`src/rtl/fetch_pkg.sv`:
```
// Shared fetch-path constants and the line word-select helper.
package fetch_pkg;

    localparam int unsigned LINE_W         = 128;
    localparam int unsigned WORD_W         = 32;
    localparam int unsigned WORDS_PER_LINE = 4;
    localparam int unsigned OFF_W          = 2;

    // Word 0 occupies the most significant 32 bits of the line.
    function automatic logic [WORD_W-1:0] line_word(input logic [LINE_W-1:0] line,
                                                    input logic [OFF_W-1:0]  idx);
        return line[(LINE_W-1) - WORD_W*int'(idx) -: WORD_W];
    endfunction

endpackage

```
`src/rtl/ifq_line_fifo.sv`:
```
// Line storage for the fetch queue: circular buffer with count and synchronous flush.
module ifq_line_fifo
    import fetch_pkg::*;
#(
    parameter int unsigned DEPTH = 4
) (
    input  logic              clk_i,
    input  logic              rst_ni,
    input  logic              wr_en_i,
    input  logic [LINE_W-1:0] wr_data_i,
    input  logic              rd_en_i,
    input  logic              flush_i,
    output logic [LINE_W-1:0] rd_data_o,
    output logic              full_o,
    output logic              empty_o
);

    localparam int unsigned AW   = $clog2(DEPTH);
    localparam int unsigned CntW = AW + 1;

    logic [LINE_W-1:0] mem_q [DEPTH];
    logic [AW-1:0]     wr_ptr_q, wr_ptr_d;
    logic [AW-1:0]     rd_ptr_q, rd_ptr_d;
    logic [CntW-1:0]   cnt_q, cnt_d;
    logic              wr_fire, rd_fire;

    assign full_o    = (cnt_q == CntW'(DEPTH));
    assign empty_o   = (cnt_q == '0);
    assign wr_fire   = wr_en_i && !full_o && !flush_i;
    assign rd_fire   = rd_en_i && !empty_o && !flush_i;
    assign rd_data_o = mem_q[rd_ptr_q];

    // Pointer/count next state; flush discards everything without touching storage.
    always_comb begin
        wr_ptr_d = wr_ptr_q;
        rd_ptr_d = rd_ptr_q;
        cnt_d    = cnt_q;
        if (flush_i) begin
            rd_ptr_d = wr_ptr_q;
            cnt_d    = '0;
        end else begin
            if (wr_fire) wr_ptr_d = wr_ptr_q + 1'b1;
            if (rd_fire) rd_ptr_d = rd_ptr_q + 1'b1;
            if (wr_fire && !rd_fire) cnt_d = cnt_q + 1'b1;
            if (!wr_fire && rd_fire) cnt_d = cnt_q - 1'b1;
        end
    end

    // Pointer and count registers.
    always_ff @(posedge clk_i or negedge rst_ni) begin
        if (!rst_ni) begin
            wr_ptr_q <= '0;
            rd_ptr_q <= '0;
            cnt_q    <= '0;
        end else begin
            wr_ptr_q <= wr_ptr_d;
            rd_ptr_q <= rd_ptr_d;
            cnt_q    <= cnt_d;
        end
    end

    // Line storage; contents need no reset since count gates visibility.
    always_ff @(posedge clk_i) begin
        if (wr_fire) mem_q[wr_ptr_q] <= wr_data_i;
    end

endmodule

```
`src/rtl/i_fetch_queue.sv`:
```
// Instruction fetch queue: requests I-cache lines, buffers them and hands out one
// instruction per cycle to dispatch; redirects flush and restart at the target.
module i_fetch_queue
    import fetch_pkg::*;
#(
    parameter int unsigned DEPTH    = 4,
    parameter logic [31:0] RESET_PC = 32'h0000_0000
) (
    input  logic              clk,
    input  logic              reset,
    output logic [31:0]       Pc_in,
    output logic              Rd_en,
    input  logic [LINE_W-1:0] Dout,
    input  logic              Dout_valid,
    input  logic              jmp_branch_valid,
    input  logic [31:0]       jmp_branch_address,
    input  logic              Dispatch_ren,
    output logic [31:0]       Ifetch_instruction,
    output logic [31:0]       Ifetch_pc_plus_4,
    output logic              Ifetch_empty
);

    logic [27:0]       fetch_line_q, fetch_line_d;
    logic [OFF_W-1:0]  head_off_q, head_off_d;
    logic [29:0]       head_pc_q, head_pc_d;
    logic [LINE_W-1:0] head_line;
    logic              full, empty;
    logic              accept, pop, retire;
    logic              unused_addr;

    assign unused_addr = ^jmp_branch_address[1:0];

    // Reset gates the request so the I-cache sees no read while reset is held.
    assign Rd_en  = reset && !full && !jmp_branch_valid;
    assign accept = Rd_en && Dout_valid;
    assign pop    = Dispatch_ren && !empty && !jmp_branch_valid;
    assign retire = pop && (head_off_q == OFF_W'(WORDS_PER_LINE - 1));

    ifq_line_fifo #(
        .DEPTH (DEPTH)
    ) u_line_fifo (
        .clk_i     (clk),
        .rst_ni    (reset),
        .wr_en_i   (accept),
        .wr_data_i (Dout),
        .rd_en_i   (retire),
        .flush_i   (jmp_branch_valid),
        .rd_data_o (head_line),
        .full_o    (full),
        .empty_o   (empty)
    );

    assign Pc_in              = {fetch_line_q, 4'b0000};
    assign Ifetch_empty       = empty;
    assign Ifetch_instruction = line_word(head_line, head_off_q);
    assign Ifetch_pc_plus_4   = {head_pc_q, 2'b00} + 32'd4;

    // Fetch address and head tracking; a redirect overrides accept and pop.
    always_comb begin
        fetch_line_d = fetch_line_q;
        head_off_d   = head_off_q;
        head_pc_d    = head_pc_q;
        if (jmp_branch_valid) begin
            fetch_line_d = jmp_branch_address[31:4];
            head_off_d   = jmp_branch_address[3:2];
            head_pc_d    = jmp_branch_address[31:2];
        end else begin
            if (accept) fetch_line_d = fetch_line_q + 28'd1;
            if (pop) begin
                head_pc_d  = head_pc_q + 30'd1;
                head_off_d = retire ? '0 : head_off_q + 1'b1;
            end
        end
    end

    // Fetch and head registers.
    always_ff @(posedge clk or negedge reset) begin
        if (!reset) begin
            fetch_line_q <= RESET_PC[31:4];
            head_off_q   <= RESET_PC[3:2];
            head_pc_q    <= RESET_PC[31:2];
        end else begin
            fetch_line_q <= fetch_line_d;
            head_off_q   <= head_off_d;
            head_pc_q    <= head_pc_d;
        end
    end

endmodule

```
`config.mk`:
```
export PLATFORM = sky130hd
export DESIGN_NAME = i_fetch_queue
export DESIGN_NICKNAME = d
export VERILOG_FILES = /design/src/rtl/fetch_pkg.sv /design/src/rtl/ifq_line_fifo.sv /design/src/rtl/i_fetch_queue.sv
export SDC_FILE = /design/constraint.sdc
export NUM_CORES = 1
export LEC_CHECK = 0
export BUFFER_PORTS_ARGS = -buffer_cell sky130_fd_sc_hd__buf_2
export CAP_MARGIN = 0
export CORE_MARGIN = 2
export CORE_UTILIZATION = 55
export CTS_BUF_LIST = sky130_fd_sc_hd__clkbuf_4 sky130_fd_sc_hd__clkbuf_8
export DETAILED_ROUTE_END_ITERATION = 16
export HOLD_SLACK_MARGIN = 0.06
export PLACE_DENSITY = 0.86
export SYNTH_ARGS = -nofsm -noshare
export SYNTH_HDL_FRONTEND = slang
export SYNTH_SLANG_ARGS = --single-unit
```
`constraint.sdc`:
```
create_clock -name clk -period 4.35 [get_ports clk]
set_input_delay 0.87 -clock clk [delete_from_list [all_inputs] [get_ports clk]]
set_output_delay 0.87 -clock clk [all_outputs]
set_load 0.03 [all_outputs]
```
==> impl_summary.log <==
INFO  metric outcome = finished clean
INFO  metric groute.usage.overall = 0.236
INFO  metric synth_commonest_cells = edfxtp_1 (512), mux4_2 (150), dfrtp_1 (67)
INFO  metric post_route_cells_drive_above_1_share = 0.374
INFO  metric io_buffers = 254
INFO  metric post_cts_resize_count = 0
INFO  metric firstDrtPassIters = 7
INFO  metric clock_power_share = 0.319
INFO  metric setup.worst_path.class = register to output port
INFO  metric dp.final_hpwl = 33200 um
INFO  metric via_count = 13.6k
INFO  metric power_report.internal_total = 0.0105 W
INFO  metric synth_top_cell_by_area = edfxtp_1
INFO  metric category_of_the_worst_setup_path_launch_point = register
INFO  metric synth.cell_area = 0.0240 mm^2
INFO  metric synth_most_common_cell = edfxtp_1
INFO  metric crit_path_end_kind = output port
INFO  metric slew_viol_final = 0
INFO  metric drtIter0Drc = 1319
INFO  metric clk-insertion-delay-late = 690 ps
INFO  metric yosys_most_used_dff = edfxtp_1
INFO  metric synthCells = 1264
INFO  metric design.portCount = 263
INFO  metric proportion_of_netlist_area_held_by_the_largest_area_contributor = 0.640
INFO  metric yosys.cell_types.count = 62
INFO  metric postRouteAntennaNets = 0
INFO  metric worst_slew_margin_rel = 0.400
INFO  metric wire_length_of_the_first_global_routing_pass = 79300 um
INFO  metric timing.max_cap.violations = 0
INFO  metric peakVddDrop = 0.000487 V
INFO  metric worst_setup_hold_path_clk_slew = ~60 ps
INFO  metric power.share.combinational = 0.222
INFO  metric route.detailed.wl_per_inst = 23.4 um
INFO  metric detail_route.vias_per_cell = around 6.0
INFO  metric ctsHtreeMaxLevel = 3
INFO  metric synth-edff-count = 512
INFO  metric worst_pin_slew = between 900 and 1000 ps
INFO  metric numPlacedInstances = around 2.1k
INFO  metric yosys_warnings = 0
INFO  metric antenna_found_initial = 23
INFO  metric start_util = 0.558
INFO  metric unrepaired_setup_endpoints_after_global_routing = false
INFO  metric number_of_global_route_vias_before_repair = about 14k
INFO  metric num-fill-cells = 2878
INFO  metric clock_tree.root_cell = clkbuf_8
INFO  metric final_cells = 2247
INFO  metric design.final.nets = 1745
INFO  metric fin_skew = 36.1 ps
INFO  metric hold_class = input pin to register
INFO  metric die_height = 213 um
INFO  metric worst-endpoint-arrival = 3080 ps
INFO  metric p_sw_frac = 0.281
INFO  metric max_freq = 0.253 GHz
INFO  metric seq_power_share = 0.460
INFO  metric timing.final.hold_violations = 0
INFO  metric setup-tns-final = 0 ps
INFO  metric clkSinkCount = a little under 600
INFO  metric power_density = around 520 mW/mm^2
INFO  metric cts_tree = yes
INFO  metric drt-total-wl = roughly 53000 um
INFO  metric globalRoute.totalOverflow = 0
INFO  metric finalSetupViolCount = 0
INFO  metric cts_post_setup_buffers_inserted = 0
INFO  metric p_switching = 0.00411 W
INFO  metric drt_drc_violations_left = 0
INFO  metric cts-hold-fix-buffers = 1
INFO  metric place.gp.congestion = 0.889
INFO  metric area_growth = 16.4%
INFO  metric std_cell_rows = 76
INFO  metric cp.required = approximately 3500 ps
INFO  metric worst-path-max-fanout = 22
INFO  metric synthesis.area_per_instance = about 19 um^2
INFO  metric async_reset_ff_frac = 0.116
INFO  metric core-area = ~0.043 mm^2
INFO  metric period_minus_slack = 3950 ps
INFO  metric top_cells_by_area_synth = edfxtp_1 (64%), mux4_2 (14%), dfrtp_1 (7.0%), mux4_1 (1.1%), nand2_1 (0.94%)
INFO  metric ys_ff_latch = just under 600
INFO  metric die_w = ~210 um
INFO  metric tritoncts.num_buffers = 91
INFO  metric synth-seq-area-share = 0.710
INFO  metric ctsLongestPathBuffers = 3
INFO  metric dieArea = 0.0454 mm^2
INFO  metric grt_max_degree = 85
INFO  metric timing.final.crit_share = 0.908
INFO  metric static-leakage-power = 9.66 nW
==> cells by family (layout without fill, tap and decap cells) <==
family,after synthesis,in the layout,share of synthesized area
xor+xnor,45,45,0.0164
mux,173,173,0.157
flops,579,579,0.710
other cells,1,20,0.000156
simple gates,264,264,0.0610
compound gates,98,98,0.0287
fa+ha+maj,8,8,0.00448
buf+inv,96,475,0.0221
==> cell type report <==
| type | instances | area, um^2 | area share |
|---|---|---|---|
| antenna | 14 | 35.0 | 0.00125 |
| sequential | 579 | 17100 | 0.610 |
| inverter | 14 | 52.6 | 0.00188 |
| clock inverter | 46 | 354 | 0.0127 |
| timing repair buffer | 292 | 1720 | 0.0616 |
| clock buffer | 123 | 1510 | 0.0541 |
| tap | 585 | 732 | 0.0262 |
| multi-input combinational | 594 | 6490 | 0.232 |
==> layer usage <==
layer | up-vias | GRT usage | wire, um | part of all wire
met5 | - | 0 | 105 | 0.0020
met4 | 16 | 0.102 | 1760 | 0.033
met3 | 153 | 0.0680 | 4360 | 0.083
met2 | 638 | 0.383 | 26200 | 0.50
met1 | 6913 | 0.301 | 20100 | 0.38
li1 | 5874 | - | - | -
==> metrics by stage <==
step           cell area [um^2]  utilization  hold slack (ps)  power (W)  setup WS (ps)
2_1_floorplan             24100            -              503    0.00917            638
3_3_place_gp              26000        0.605              525     0.0100           1060
3_5_place_dp              26000        0.605              549     0.0101           1040
4_1_cts                   27900        0.648              329     0.0148            314
5_1_grt                   27900        0.649              342     0.0152            250
6_report                  28000        0.649              393     0.0146            401
==> power groups by stage <==
stage	Sequential [W]	Clock [W]	Combinational, W
floorplan	0.00668	0	0.00250
global placement	0.00682	0	0.00321
detailed placement	0.00685	0	0.00328
CTS	0.00673	0.00476	0.00329
global route	0.00677	0.00497	0.00346
finish	0.00673	0.00467	0.00324
==> state kept, by name, summed over array words and instances, names as in the netlist <==
name,count
u_line_fifo.wr_ptr_q,2
u_line_fifo.mem_q,512
fetch_line_q,28
head_pc_q,30
head_off_q,2
u_line_fifo.cnt_q,3
u_line_fifo.rd_ptr_q,2
==> worst paths after layout <==
| kind | slack [ps] | end | depth (start not counted) | from |
|---|---|---|---|---|
| worst min-delay path | 390 | u_line_fifo.mem_q[1][72] | 1 | Dout[72] |
| worst max-delay path | 400 | Ifetch_instruction[4] | 4 | u_line_fifo.rd_ptr_q[0] |
| min in group asynchronous | 640 | fetch_line_q[15] | 2 | reset |
| worst min register to register | 570 | u_line_fifo.rd_ptr_q[1] | 2 | u_line_fifo.wr_ptr_q[1] |
| max in group asynchronous | 2520 | u_line_fifo.rd_ptr_q[1] | 3 | reset |
| worst max register to register | 1610 | u_line_fifo.cnt_q[2] | 8 | head_off_q[1] |
==> critical path, cell delays in order, from the launching register on <==
cell and delay, ps:
dfrtp_4 750, buf_4 340, mux4_1 610, mux4_2 480, buf_2 210
==> placed cells by master, fill, tap and decap left out, types with 6 or more instances in the layout <==
cell,Yosys,routed
o31a_1,6,6
nor3_1,17,17
clkinv_2,0,11
mux4_2,150,150
o31ai_1,12,11
and4_1,9,9
and2_1,6,6
o311ai_0,10,10
ha_1,7,7
clkbuf_4,0,29
diode_2,0,14
or3_1,10,10
nor4_1,17,17
nand4_1,20,20
dfrtp_1,67,63
conb_1,1,6
clkinv_1,0,25
buf_4,10,24
clkbuf_8,0,94
nand3_1,35,35
nand2_1,60,60
buf_2,16,254
xnor2_1,22,22
inv_1,14,14
or4_1,13,13
mux2_2,10,10
xor2_1,23,23
a31oi_1,16,16
o21ai_0,19,19
nor2_1,36,36
and3_1,13,9
a21oi_1,8,8
mux4_1,10,10
edfxtp_1,512,512
buf_12,1,13
Power figures use the tool's default switching activity.
